**src/rtl/control_sequencer.sv**
```systemverilog
// rtl/control_sequencer.sv - hardwired Moore control unit for the 32-bit single-bus datapath
module control_sequencer #(
    parameter int             OPW     = 5,
    parameter logic [OPW-1:0] ALU_ADD = 5'b00011
) (
    input  logic           clock,
    input  logic           clear,
    input  logic [31:0]    ir,
    input  logic           con_ff_bit,
    output logic           IRin,
    output logic           PCin,
    output logic           RYin,
    output logic           RZin,
    output logic           MARin,
    output logic           MDRin,
    output logic           HIin,
    output logic           LOin,
    output logic           Outport_in,
    output logic           HIout,
    output logic           LOout,
    output logic           Zhi_out,
    output logic           Zlo_out,
    output logic           PCout,
    output logic           MDRout,
    output logic           Inport_out,
    output logic           Cout,
    output logic           Gra,
    output logic           Grb,
    output logic           Grc,
    output logic           Rin,
    output logic           Rout,
    output logic           BAout,
    output logic           CONin,
    output logic           Mem_read,
    output logic           Mem_write,
    output logic           IncPC,
    output logic [OPW-1:0] opcode,
    output logic           run
);

    typedef enum logic [3:0] {
        S_RST, S_T0, S_T1, S_T2, S_T3, S_T4, S_T5, S_T6, S_T7, S_HALT
    } state_t;

    localparam logic [OPW-1:0] OP_LD   = OPW'('h00);
    localparam logic [OPW-1:0] OP_LDI  = OPW'('h01);
    localparam logic [OPW-1:0] OP_ST   = OPW'('h02);
    localparam logic [OPW-1:0] OP_ADD  = OPW'('h03);
    localparam logic [OPW-1:0] OP_ROL  = OPW'('h0B);
    localparam logic [OPW-1:0] OP_ADDI = OPW'('h0C);
    localparam logic [OPW-1:0] OP_ORI  = OPW'('h0E);
    localparam logic [OPW-1:0] OP_MUL  = OPW'('h0F);
    localparam logic [OPW-1:0] OP_DIV  = OPW'('h10);
    localparam logic [OPW-1:0] OP_NEG  = OPW'('h11);
    localparam logic [OPW-1:0] OP_NOT  = OPW'('h12);
    localparam logic [OPW-1:0] OP_BR   = OPW'('h13);
    localparam logic [OPW-1:0] OP_JR   = OPW'('h14);
    localparam logic [OPW-1:0] OP_IN   = OPW'('h16);
    localparam logic [OPW-1:0] OP_OUT  = OPW'('h17);
    localparam logic [OPW-1:0] OP_MFHI = OPW'('h18);
    localparam logic [OPW-1:0] OP_MFLO = OPW'('h19);
    localparam logic [OPW-1:0] OP_HALT = OPW'('h1B);

    state_t         r_state;
    state_t         w_next_state;
    logic [OPW-1:0] w_op;
    logic           w_is_ld, w_is_ldi, w_is_st, w_is_mem;
    logic           w_is_rtype, w_is_imm, w_is_muldiv, w_is_negnot, w_is_br, w_is_halt;
    logic           w_addr_step;
    logic [2:0]     w_last_step;
    logic           w_unused_ir;

    assign w_op        = ir[31:32-OPW];
    assign w_unused_ir = ^ir[31-OPW:0];

    assign w_is_ld     = (w_op == OP_LD);
    assign w_is_ldi    = (w_op == OP_LDI);
    assign w_is_st     = (w_op == OP_ST);
    assign w_is_mem    = w_is_ld | w_is_ldi | w_is_st;
    assign w_is_rtype  = (w_op >= OP_ADD) && (w_op <= OP_ROL);
    assign w_is_imm    = (w_op >= OP_ADDI) && (w_op <= OP_ORI);
    assign w_is_muldiv = (w_op == OP_MUL) || (w_op == OP_DIV);
    assign w_is_negnot = (w_op == OP_NEG) || (w_op == OP_NOT);
    assign w_is_br     = (w_op == OP_BR);
    assign w_is_halt   = (w_op == OP_HALT);

    // Steps where the ALU must add regardless of the instruction's own opcode
    assign w_addr_step = (w_is_mem && (r_state == S_T3 || r_state == S_T4)) ||
                         (w_is_br  && (r_state == S_T4 || r_state == S_T5));

    always_comb begin
        w_last_step = 3'd3;
        if (w_is_ld || w_is_st)                      w_last_step = 3'd7;
        else if (w_is_ldi || w_is_rtype || w_is_imm) w_last_step = 3'd5;
        else if (w_is_muldiv || w_is_br)             w_last_step = 3'd6;
        else if (w_is_negnot)                        w_last_step = 3'd4;
    end

    always_ff @(posedge clock or negedge clear) begin
        if (!clear) r_state <= S_RST;
        else        r_state <= w_next_state;
    end

    always_comb begin
        w_next_state = r_state;
        case (r_state)
            S_RST:  w_next_state = S_T0;
            S_T0:   w_next_state = S_T1;
            S_T1:   w_next_state = S_T2;
            S_T2:   w_next_state = S_T3;
            S_T3:   w_next_state = w_is_halt ? S_HALT : ((w_last_step == 3'd3) ? S_T0 : S_T4);
            S_T4:   w_next_state = (w_last_step == 3'd4) ? S_T0 : S_T5;
            S_T5:   w_next_state = (w_last_step == 3'd5) ? S_T0 : S_T6;
            S_T6:   w_next_state = (w_last_step == 3'd6) ? S_T0 : S_T7;
            S_T7:   w_next_state = S_T0;
            S_HALT: w_next_state = S_HALT;
            default: w_next_state = S_RST;
        endcase
    end

    always_comb begin
        IRin = 1'b0; PCin = 1'b0; RYin = 1'b0; RZin = 1'b0; MARin = 1'b0;
        MDRin = 1'b0; HIin = 1'b0; LOin = 1'b0; Outport_in = 1'b0;
        HIout = 1'b0; LOout = 1'b0; Zhi_out = 1'b0; Zlo_out = 1'b0; PCout = 1'b0;
        MDRout = 1'b0; Inport_out = 1'b0; Cout = 1'b0;
        Gra = 1'b0; Grb = 1'b0; Grc = 1'b0; Rin = 1'b0; Rout = 1'b0;
        BAout = 1'b0; CONin = 1'b0;
        Mem_read = 1'b0; Mem_write = 1'b0; IncPC = 1'b0;
        opcode = '0;
        run = 1'b0;
        case (r_state)
            S_T0: begin
                PCout = 1'b1; MARin = 1'b1; IncPC = 1'b1; RZin = 1'b1;
            end
            S_T1: begin
                Zlo_out = 1'b1; PCin = 1'b1; Mem_read = 1'b1; MDRin = 1'b1;
            end
            S_T2: begin
                MDRout = 1'b1; IRin = 1'b1;
            end
            S_T3: begin
                if (w_is_mem) begin
                    Grb = 1'b1; Rout = 1'b1; BAout = 1'b1; RYin = 1'b1;
                end else if (w_is_rtype || w_is_imm) begin
                    Grb = 1'b1; Rout = 1'b1; RYin = 1'b1;
                end else if (w_is_muldiv) begin
                    Gra = 1'b1; Rout = 1'b1; RYin = 1'b1;
                end else if (w_is_negnot) begin
                    Grb = 1'b1; Rout = 1'b1; RZin = 1'b1;
                end else if (w_is_br) begin
                    Gra = 1'b1; Rout = 1'b1; CONin = 1'b1;
                end else begin
                    case (w_op)
                        OP_JR:   begin Gra = 1'b1; Rout = 1'b1; PCin = 1'b1; end
                        OP_IN:   begin Inport_out = 1'b1; Gra = 1'b1; Rin = 1'b1; end
                        OP_OUT:  begin Gra = 1'b1; Rout = 1'b1; Outport_in = 1'b1; end
                        OP_MFHI: begin HIout = 1'b1; Gra = 1'b1; Rin = 1'b1; end
                        OP_MFLO: begin LOout = 1'b1; Gra = 1'b1; Rin = 1'b1; end
                        default: ;
                    endcase
                end
            end
            S_T4: begin
                if (w_is_mem || w_is_imm) begin
                    Cout = 1'b1; RZin = 1'b1;
                end else if (w_is_rtype) begin
                    Grc = 1'b1; Rout = 1'b1; RZin = 1'b1;
                end else if (w_is_muldiv) begin
                    Grb = 1'b1; Rout = 1'b1; RZin = 1'b1;
                end else if (w_is_negnot) begin
                    Zlo_out = 1'b1; Gra = 1'b1; Rin = 1'b1;
                end else if (w_is_br) begin
                    PCout = 1'b1; RYin = 1'b1;
                end
            end
            S_T5: begin
                if (w_is_ldi || w_is_rtype || w_is_imm) begin
                    Zlo_out = 1'b1; Gra = 1'b1; Rin = 1'b1;
                end else if (w_is_ld || w_is_st) begin
                    Zlo_out = 1'b1; MARin = 1'b1;
                end else if (w_is_muldiv) begin
                    Zlo_out = 1'b1; LOin = 1'b1;
                end else if (w_is_br) begin
                    Cout = 1'b1; RZin = 1'b1;
                end
            end
            S_T6: begin
                if (w_is_ld) begin
                    Mem_read = 1'b1; MDRin = 1'b1;
                end else if (w_is_st) begin
                    Gra = 1'b1; Rout = 1'b1; MDRin = 1'b1;
                end else if (w_is_muldiv) begin
                    Zhi_out = 1'b1; HIin = 1'b1;
                end else if (w_is_br && con_ff_bit) begin
                    Zlo_out = 1'b1; PCin = 1'b1;
                end
            end
            S_T7: begin
                if (w_is_ld) begin
                    MDRout = 1'b1; Gra = 1'b1; Rin = 1'b1;
                end else if (w_is_st) begin
                    Mem_write = 1'b1;
                end
            end
            default: ;
        endcase
        if (r_state != S_RST && r_state != S_HALT) run = 1'b1;
        if (r_state == S_T0 || w_addr_step)
            opcode = ALU_ADD;
        else if (r_state == S_T3 || r_state == S_T4 || r_state == S_T5 ||
                 r_state == S_T6 || r_state == S_T7)
            opcode = w_op;
    end

endmodule

```
**config.mk**
```make
export PLATFORM = sky130hd
export DESIGN_NAME = control_sequencer
export DESIGN_NICKNAME = d
export VERILOG_FILES = /design/src/rtl/control_sequencer.sv
export SDC_FILE = /design/constraint.sdc
export NUM_CORES = 1
export LEC_CHECK = 0
export ABC_CLOCK_PERIOD_IN_PS = 4240
export BUFFER_PORTS_ARGS = -buffer_cell sky130_fd_sc_hd__buf_2
export CORE_ASPECT_RATIO = 0.8
export CORE_MARGIN = 4
export CORE_UTILIZATION = 45
export CTS_CLUSTER_DIAMETER = 200
export DETAILED_ROUTE_END_ITERATION = 8
export GPL_TIMING_DRIVEN = 1
export PLACE_DENSITY = 0.86
export SLEW_MARGIN = 15
export SYNTH_ARGS = -nofsm -noshare
export SYNTH_HDL_FRONTEND = slang
export SYNTH_SLANG_ARGS = --single-unit
```
**constraint.sdc**
```tcl
create_clock -name clock -period 4.24 [get_ports clock]
set_input_delay 0.212 -clock clock [delete_from_list [all_inputs] [get_ports clock]]
set_output_delay 0.212 -clock clock [all_outputs]
set_load 0.005 [all_outputs]
```
Yosys cells after proc, flatten, opt, wreduce, memory -nomap -nowiden
Cells that the tools add are included.
{"block": "totals", "output_inout_bits": 33, "elab_cells": 196, "reg_bits": 4}
{"block": "classes", "n_eq_ne": 27, "muxes": 134, "n_bitwise": 2, "n_lt_le_gt_ge": 4, "n_reduce_logical": 28}
{"operator": "$mux 1", "count": 108}
{"operator": "$eq 5x5->1 const B", "count": 10}
{"operator": "$pmux 4 s9", "count": 1}
{"operator": "$mux 3", "count": 7}
{"operator": "$eq 4x3->1 const B", "count": 4}
{"operator": "$pmux 1 s2", "count": 8}
{"operator": "$logic_or 1x1->1", "count": 15}
{"operator": "$pmux 1 s4", "count": 3}
{"operator": "$le 5x4->1 const B", "count": 2}
{"operator": "$mux 5", "count": 2}
{"operator": "$eq 3x3->1 const B", "count": 3}
{"operator": "$eq 4x2->1 const B", "count": 2}
{"operator": "$eq 4x4->1 const B", "count": 2}
{"operator": "$mux 4", "count": 2}
{"operator": "$logic_and 1x1->1", "count": 6}
{"operator": "$pmux 1 s3", "count": 2}
{"operator": "$eq 5x1->1 const B", "count": 1}
{"operator": "$eq 5x2->1 const B", "count": 1}
{"operator": "$eq 5x4->1 const B", "count": 1}
{"operator": "$ge 5x2->1 const B", "count": 1}
{"operator": "$ge 5x4->1 const B", "count": 1}
{"operator": "$logic_not 5->1", "count": 1}
{"operator": "$pmux 1 s5", "count": 1}
{"operator": "$reduce_or 5->1", "count": 1}
{"operator": "8 further kinds", "count": 10}

Depth between registers and ports, before layout
Gate-level depths: netlist of run 1.
{"block": "depth", "depth_word": 10, "mapped_depth": 7, "mapped_depth_nobuf": 4}

Least setup slack after synthesis of run 1
No wires, ideal clock.
{"block": "synth_timing", "kind": "register to output", "startpoint": "reg r_state[0]", "endpoint": "out Rin", "stages_incl_launch_ff": 6, "path_slack_ns": 2.563, "t_arrival_ns": 1.465, "t_required_ns": 4.028, "path_buffers": 1, "cell_sequence": "dfrtp_1 > buf_2 > or4b_4 > nor4_2 > a211oi_1 > o21ai_1"}
{"block": "synth_via", "elab_chain_len": 2, "word_cells_on_any_way": 5, "classes_between": "eq/ne: 4; mux: 1"}
{"item": "from (decl)", "line": "64", "text": "state_t r_state;"}
{"item": "from (signal assigned)", "line": "101", "text": "else r_state <= w_next_state;"}
{"item": "$eq 4x4->1 / $eq 4x3->1 (equally long branches)", "line": "131", "text": "case (r_state)"}
{"item": "$pmux 1 s4 (*)", "line": "131"}
{"item": "to (decl)", "line": "30", "text": "output logic Rin,"}
Mark *: on every way between the ends. The rest lies on a longest branch, timed or not.

Worst setup path in the final report of run 1
{"block": "layout_timing", "startpoint": "reg r_state[0]", "endpoint": "out Gra"}
{"block": "layout_via", "elab_chain_len": 2, "word_cells_on_any_way": 6, "classes_between": "eq/ne: 5; mux: 1"}
{"item": "$eq 4x4->1 / $eq 4x3->1 (equally long branches)", "line": "131"}
{"item": "$pmux 1 s5 (*)", "line": "131"}
{"item": "to (decl)", "line": "27", "text": "output logic Gra,"}
Marked as above.

==> results of run 1 <==
[per-layer routing]
metal  vias to the layer above  track usage [%]  wire length (um)
met5                         -                0                 0
met4                         0             3.97                32
met3                         4             9.00               442
met2                       103             27.8              1390
met1                       593             30.7              1380
li1                        628                -                 -
[what timing repair did]
action / in CTS / in global routing
buffers inserted: 0 / 0
endpoints found under the hold margin: 4 / 0
hold buffers: 1 / 0
endpoints found under the setup margin: 0 / 0
[power by group through the flow]
stage	clock (mW)	sequential (mW)	combinational, mW
floorplan	0	0.0717	0.304
global placement	0	0.122	0.376
detailed placement	0	0.123	0.381
CTS	0.0488	0.122	0.384
global route	0.0544	0.131	0.424
finish	0.0476	0.125	0.387
[synth_stat cells, drive strengths merged, types with 3 or more instances]
| cell | instances |
|---|---|
| o31ai | 5 |
| nand2 | 11 |
| a21o | 4 |
| clkbuf | 7 |
| o22ai | 3 |
| dfrtp | 4 |
| nand4 | 3 |
| and2 | 6 |
| or3 | 4 |
| a21oi | 7 |
| a211oi | 3 |
| nor2b | 3 |
| buf | 9 |
| o21ai | 9 |
| nor4 | 4 |
| nand3 | 4 |
| nor2 | 17 |
| nand2b | 10 |
| nor3 | 5 |
| a31oi | 4 |
| or2 | 3 |
[critical path, cell delays in order (launching register included)]
cell and delay [ns]:
dfrtp_1 0.58, nor4b_4 0.54, nand2_2 0.19, or3_1 0.38
nand4_1 0.09, buf_2 0.12
[cells by family after synthesis]
family                 Yosys count  synth area share [%]
AO/OA/AOI/OAI                   46                  31.3
XOR/XNOR                         3                  2.59
buffers and inverters           18                  8.37
flip-flops                       4                  9.85
AND/OR/NAND/NOR                 81                  47.9
[metrics by stage]
step | cells | utilization [%] | area (um2) | hold WS (ns)
floorplan | 152 | - | 1020 | -0.0836
detailed placement | 201 | 54.2 | 1170 | 0.0183
finish | 205 | 55.7 | 1200 | 0.311
CTS | 205 | 55.7 | 1200 | 0.302
global placement | 201 | 54.2 | 1170 | 0.0177
global route | 205 | 55.7 | 1200 | 0.308
[how the worst max path moves through the flow]
stage                     endpoint  slack (ns)  cells past startpoint
final                          Gra        1.90                      5
after global routing           Gra        1.77                      5
after CTS                      Gra        1.93                      5
after detailed placement       Gra        2.19                      5
after global placement         Gra        2.20                      5
after floorplan                Rin        2.56                      5
[layout make-up]
class	count	area [um2]	share of cell area, %
clock buffers	3	22.5	1.87
well taps	25	31.3	2.60
multi-input cells	130	831	69.1
flip-flops and latches	4	100	8.32
inverters	2	7.51	0.624
repair buffers	41	210	17.5
==> impl_results.md, run 1 <==
* Status: finished, final reports clean
* Netlist Area Pre-Place at 1020 um2
* Fin crit share at 55.1%
* Largest registers: r_state x4
* Number of enable flip-flop cells after synthesis at 0
* Max FO, Critical Path at 18
* Row count at 15
* Shortest period the worst path allows at 2.34 ns
* R2R Path Start: r_state[0]
* Critical Path AT at 2.12 ns
* Routed Antenna Nets at 0
* Minimum setup slack after placement at 2.19 ns
* Clock tree from TritonCTS: built
* Reported leakage power at 0.536 nW
* Total of buffers placed on input and output ports at 40
* FMAX at 428 MHz
* Nature of the critical path startpoint: flop
* Proportion of total power due to net switching at 51.4%
* Synthesis-to-finish area growth at 18.3%
* Drt wl/cell at 15.8 um
* Core outline area at ~2200 um2
* Pin slew with the least headroom to its limit at roughly 0.57 ns
* Quantity of gates resized following cts at 0
* Vias in the first global route at 1145
* Total congestion overflow at 0
* Synth Flop Type: dfrtp_1
* Async set-reset flop share out of synthesis at 100%
* Final Net Count at 217
* Detailed-route vias per instance at between 6 and 7
* Dominant cell type by area after synthesis: dfrtp_1
* Beginning of the critical path: r_state[0]
* Detailed router's first-iteration violation count at 80
* Relative slew slack at 62.1%
* Unrepaired setup endpoints after global routing: false
* Number of filler cells placed in the layout at roughly 220
* Area of the die at about 3100 um2
* Largest net degree at the start of global routing at 25
* Clock Tree Root: clkbuf_4
* Synthesis Warnings at 0
* Clock-pin slew on the worst setup and hold paths at 0.04 ns
* Number of flip-flops in the largest register at 4
* CTS H-tree lvls at 1
* Setup clock skew after layout at 0.00280 ns
* Wire length of the first global-routing pass at 5070 um
* Largest register by flop count: r_state
* Most frequent cells in the layout: 40 x buf_2, 17 x nor2_1, 10 x nand2b_1, 10 x nand2_1, 7 x a21oi_1
* Final number of max-transition violations at 0
* Crit Path Category: reg -> out
* Hold Crit Class: in -> async
* Total of flip-flops plus latches after synthesis at 4
* Synthesized area divided by synthesized cell count at 6.68 um2
* Most common cell after layout, fill and taps aside: buf_2
* Number of DRC violations after detailed routing at 0
* Dpl hpwl at 2420 um
* Number of failing setup endpoints in the final timing report at 0
* Total power at ~560 uW
* Crit path setup slack, layout at 1.90 ns
* Sequential cell fraction of total power at 22.4%
* Antenna diode instance count at 0
* Hold Vio Cnt, Final at 0
* Endpoint required time on the critical path at 4.03 ns
* Worst reg2reg setup slack at 2.27 ns
* Die span in x at between 60 and 70 um
* Routed wire length at 3250 um
* Latest clock arrival within the worst-skew pair at 0.24 ns
* CTS sink cnt at 4
* Power Dens Cells at approximately 470 nW/um2
* Design internal power at 272 uW
* Proportion of power drawn by combinational gates at between 60% and 70%
* Reg-to-reg critical path endpoint: r_state[3]
* Post-synthesis cell type count at 52
* Cell types with the largest area share after synthesis: dfrtp_1 9.9%, nor2_1 6.3%, nand2b_1 6.2%
* Total track usage at about a fifth
* Post-synth net total at approximately 190
* Maximum clock path buffer count at 2
* Power share of the clock group at roughly 8.5%
* Number of antenna violations at the first check in global routing at 0
* Capturing element type of the critical path: output port
* Weighted congestion reported at the end of routability-driven placement at ~0.9
* Share of synthesized area occupied by flip-flops and latches at 9.85%
* Synth Instances at 152
* Die boundary height at 50.5 um
* Area share of the largest cell type after synthesis at 9.85%
* Max-Cap Viols at 0
* Fraction of final layout cells sized beyond drive strength 1 at 28.9%
* Power spent charging and discharging nets at around 290 uW
* Ports placed on the boundary at 68
* Number of cells traversed by the worst register-to-register path at 4
* Peak supply drop at 285 uV
* Cts bufs inserted at 3
* Initial Utilization at 47.1%
* Sum of negative setup slack at 0 ns
* Via count of the routed design at 1328
* Number of search-and-repair iterations in the first detailed-routing pass at 5
(Power assumes the default switching activity.)
==> run 2, diff against run 1 <==
--- a/config.mk
+++ b/config.mk
@@ -5,15 +5,15 @@
 export SDC_FILE = /design/constraint.sdc
 export NUM_CORES = 1
 export LEC_CHECK = 0
-export ABC_CLOCK_PERIOD_IN_PS = 4240
+export ABC_CLOCK_PERIOD_IN_PS = 2400
 export BUFFER_PORTS_ARGS = -buffer_cell sky130_fd_sc_hd__buf_2
 export CORE_ASPECT_RATIO = 0.8
 export CORE_MARGIN = 4
-export CORE_UTILIZATION = 45
+export CORE_UTILIZATION = 42
 export CTS_CLUSTER_DIAMETER = 200
 export DETAILED_ROUTE_END_ITERATION = 8
 export GPL_TIMING_DRIVEN = 1
-export PLACE_DENSITY = 0.86
+export PLACE_DENSITY = 0.82
 export SLEW_MARGIN = 15
 export SYNTH_ARGS = -nofsm -noshare
 export SYNTH_HDL_FRONTEND = slang
==> constraint.sdc (replaced) <==
create_clock -name clock -period 2.4 [get_ports clock]
set_input_delay 0.12 -clock clock [delete_from_list [all_inputs] [get_ports clock]]
set_output_delay 0.12 -clock clock [all_outputs]
set_load 0.005 [all_outputs]
==> run 2 against run 1 <==
Routed wire length grew 4.4%; largest power group unchanged; largest cell class unchanged; via count grew 1.1%; hold slack lost 0.088 ns; combinational power grew 80%.
==> impl_results.md, run 2 (synthesis results as in run 1) <==
* Hold Crit Class: in -> async
* Latest clock arrival within the worst-skew pair at 0.24 ns
* Unrepaired setup endpoints after global routing: false
* Total track usage at 21.0%
* Endpoint required time on the critical path at 2.28 ns
* Vias in the first global route at 1134
* Total congestion overflow at 0
* Critical Path AT at between 2 and 2.5 ns
* Maximum clock path buffer count at 2
* Cells along the critical path: or4b_4 -> nor4_2 -> a211oi_1 -> o21ai_1 -> buf_2
* Capturing element type of the critical path: output port
* Minimum setup slack after placement at 0.438 ns
* Nature of the critical path startpoint: flop
* Detailed-route vias per instance at roughly 6.5
* Clock tree from TritonCTS: built
* Number of failing setup endpoints in the final timing report at 0
* Core outline area at roughly 2200 um2
* Setup clock skew after layout at 0.00547 ns
* Post-CTS setup-driven buffer insertion count at 0
* Row count at 15
* Most frequent cells in the layout: 40 x buf_2, 17 x nor2_1, 10 x nand2b_1, 10 x nand2_1, 7 x a21oi_1
* Max FO, Critical Path at 18
* Crit Path Category: reg -> out
* Shortest period the worst path allows at roughly 2.2 ns
* Die boundary height at roughly 52 um
* Crit path buf inv count at 1
* Die span in x at 63.0 um
* Weighted congestion reported at the end of routability-driven placement at ~0.94
* Largest registers: r_state x4
* Cts bufs inserted at 3
* Detailed router's first-iteration violation count at 149
* Max-Cap Viols at 0
* Delay of the slowest cell on the worst path at 0.68 ns
* Number of DRC violations after detailed routing at 0
* Fin crit share at 93.1%
* Dpl hpwl at 2510 um
* Number of antenna violations at the first check in global routing at 0
* Total power at slightly above 1 mW
* Area of the die at 3270 um2
* Clock-pin slew on the worst setup and hold paths at around 0.04 ns
* Routed wire length at roughly 3400 um
* Initial Utilization at a little under half
* Routed Antenna Nets at 0
* Reported leakage power at 0.541 nW
* Slowest CP cell: or4b_4
* Number of search-and-repair iterations in the first detailed-routing pass at 5
* Largest net degree at the start of global routing at 25
* Sequential Area at 100 um2
* Final Util at 54.2%
* CTS sink cnt at 4
* Peak supply drop at 210 uV
* Cell type group with the largest total delay on the critical path: simple AND/OR/NAND/NOR gates
* Drt wl/cell at 16.4 um
* Clock Tree Root: clkbuf_4
* Antenna diode instance count at 0
* Largest register by flop count: r_state
* Total area of multi-input combinational cells at 831 um2
* Synthesis-to-finish area growth at 19.1%
* Fraction of final layout cells sized beyond drive strength 1 at 29.3%
* Status: finished, final reports clean
* Total of buffers placed on input and output ports at 40
* FMAX at 448 MHz
* Power Dens Cells at between 800 and 900 nW/um2
* Final number of max-transition violations at 0
* Pin slew with the least headroom to its limit at 0.601 ns
* Most common cell after layout, fill and taps aside: buf_2
* Relative slew slack at 60.0%
* Number of flip-flops in the largest register at 4
* Hold Vio Cnt, Final at 0
* CTS H-tree lvls at 1
* Crit path setup slack, layout at 0.165 ns
* Ports placed on the boundary at between 60 and 70
* Sum of negative setup slack at 0 ns
* Via count of the routed design at 1342
* Fin Hold WS at between 0.2 and 0.25 ns
* Number of filler cells placed in the layout at 236
* Final Net Count at 218
* Quantity of gates resized following cts at 0
* Wire length of the first global-routing pass at 5620 um
==> run 2: cell count changes in the layout (fill, tap and decap cells not counted) <==
cell and delta:
buf_4 +1
==> run 2: power by group <==
group	leakage, nW	switching [mW]	internal (mW)
Clock	0.0138	0.0319	0.0562
Sequential	0.0504	0.131	0.0959
Combinational	0.477	0.363	0.334
==> run 2: per-layer routing <==
metal / wire length (um) / GRT usage, %
met5: 0 / 0
met4: 31 / 5.13
met3: 388 / 4.75
met2: 1510 / 32.4
met1: 1460 / 29.5
==> run 2: per-stage QoR <==
stage,area (um2),instances
after global routing,1210,206
final,1210,206
after floorplan,1020,152
after detailed placement,1180,202
after global placement,1180,202
after CTS,1210,206
==> run 2: final cells by class <==
cell class,count,area share (%)
multi-input cells,130,68.7
repair buffers,42,18.0
flip-flops and latches,4,8.27
well taps,25,2.59
clock buffers,3,1.86
inverters,2,0.620
==> run 2: worst paths after layout <==
| check | start | end | slack, ns | depth (start not counted) |
|---|---|---|---|---|
| worst max-delay path | r_state[0] | Rin | 0.17 | 5 |
| worst min-delay path | clear | r_state[2] | 0.22 | 2 |
| worst max register to register | r_state[0] | r_state[3] | 0.58 | 4 |
| min in group clock | ir[31] | r_state[2] | 0.43 | 4 |
| worst min register to register | r_state[3] | r_state[0] | 0.82 | 1 |
| max in group asynchronous | clear | r_state[1] | 2.05 | 2 |
==> run 2: worst reg2reg max path: cells and delay by family (launching register included) <==
kind / cells / cell delay (ns)
AO/OA/AOI/OAI: 1 / 0.11
AND/OR/NAND/NOR: 3 / 1.04
flip-flops: 1 / 0.59
==> run 2: what timing repair did <==
action                     CTS  global route
hold buffers                 1             0
hold endpoints to repair     4             0
setup endpoints to repair    0             0
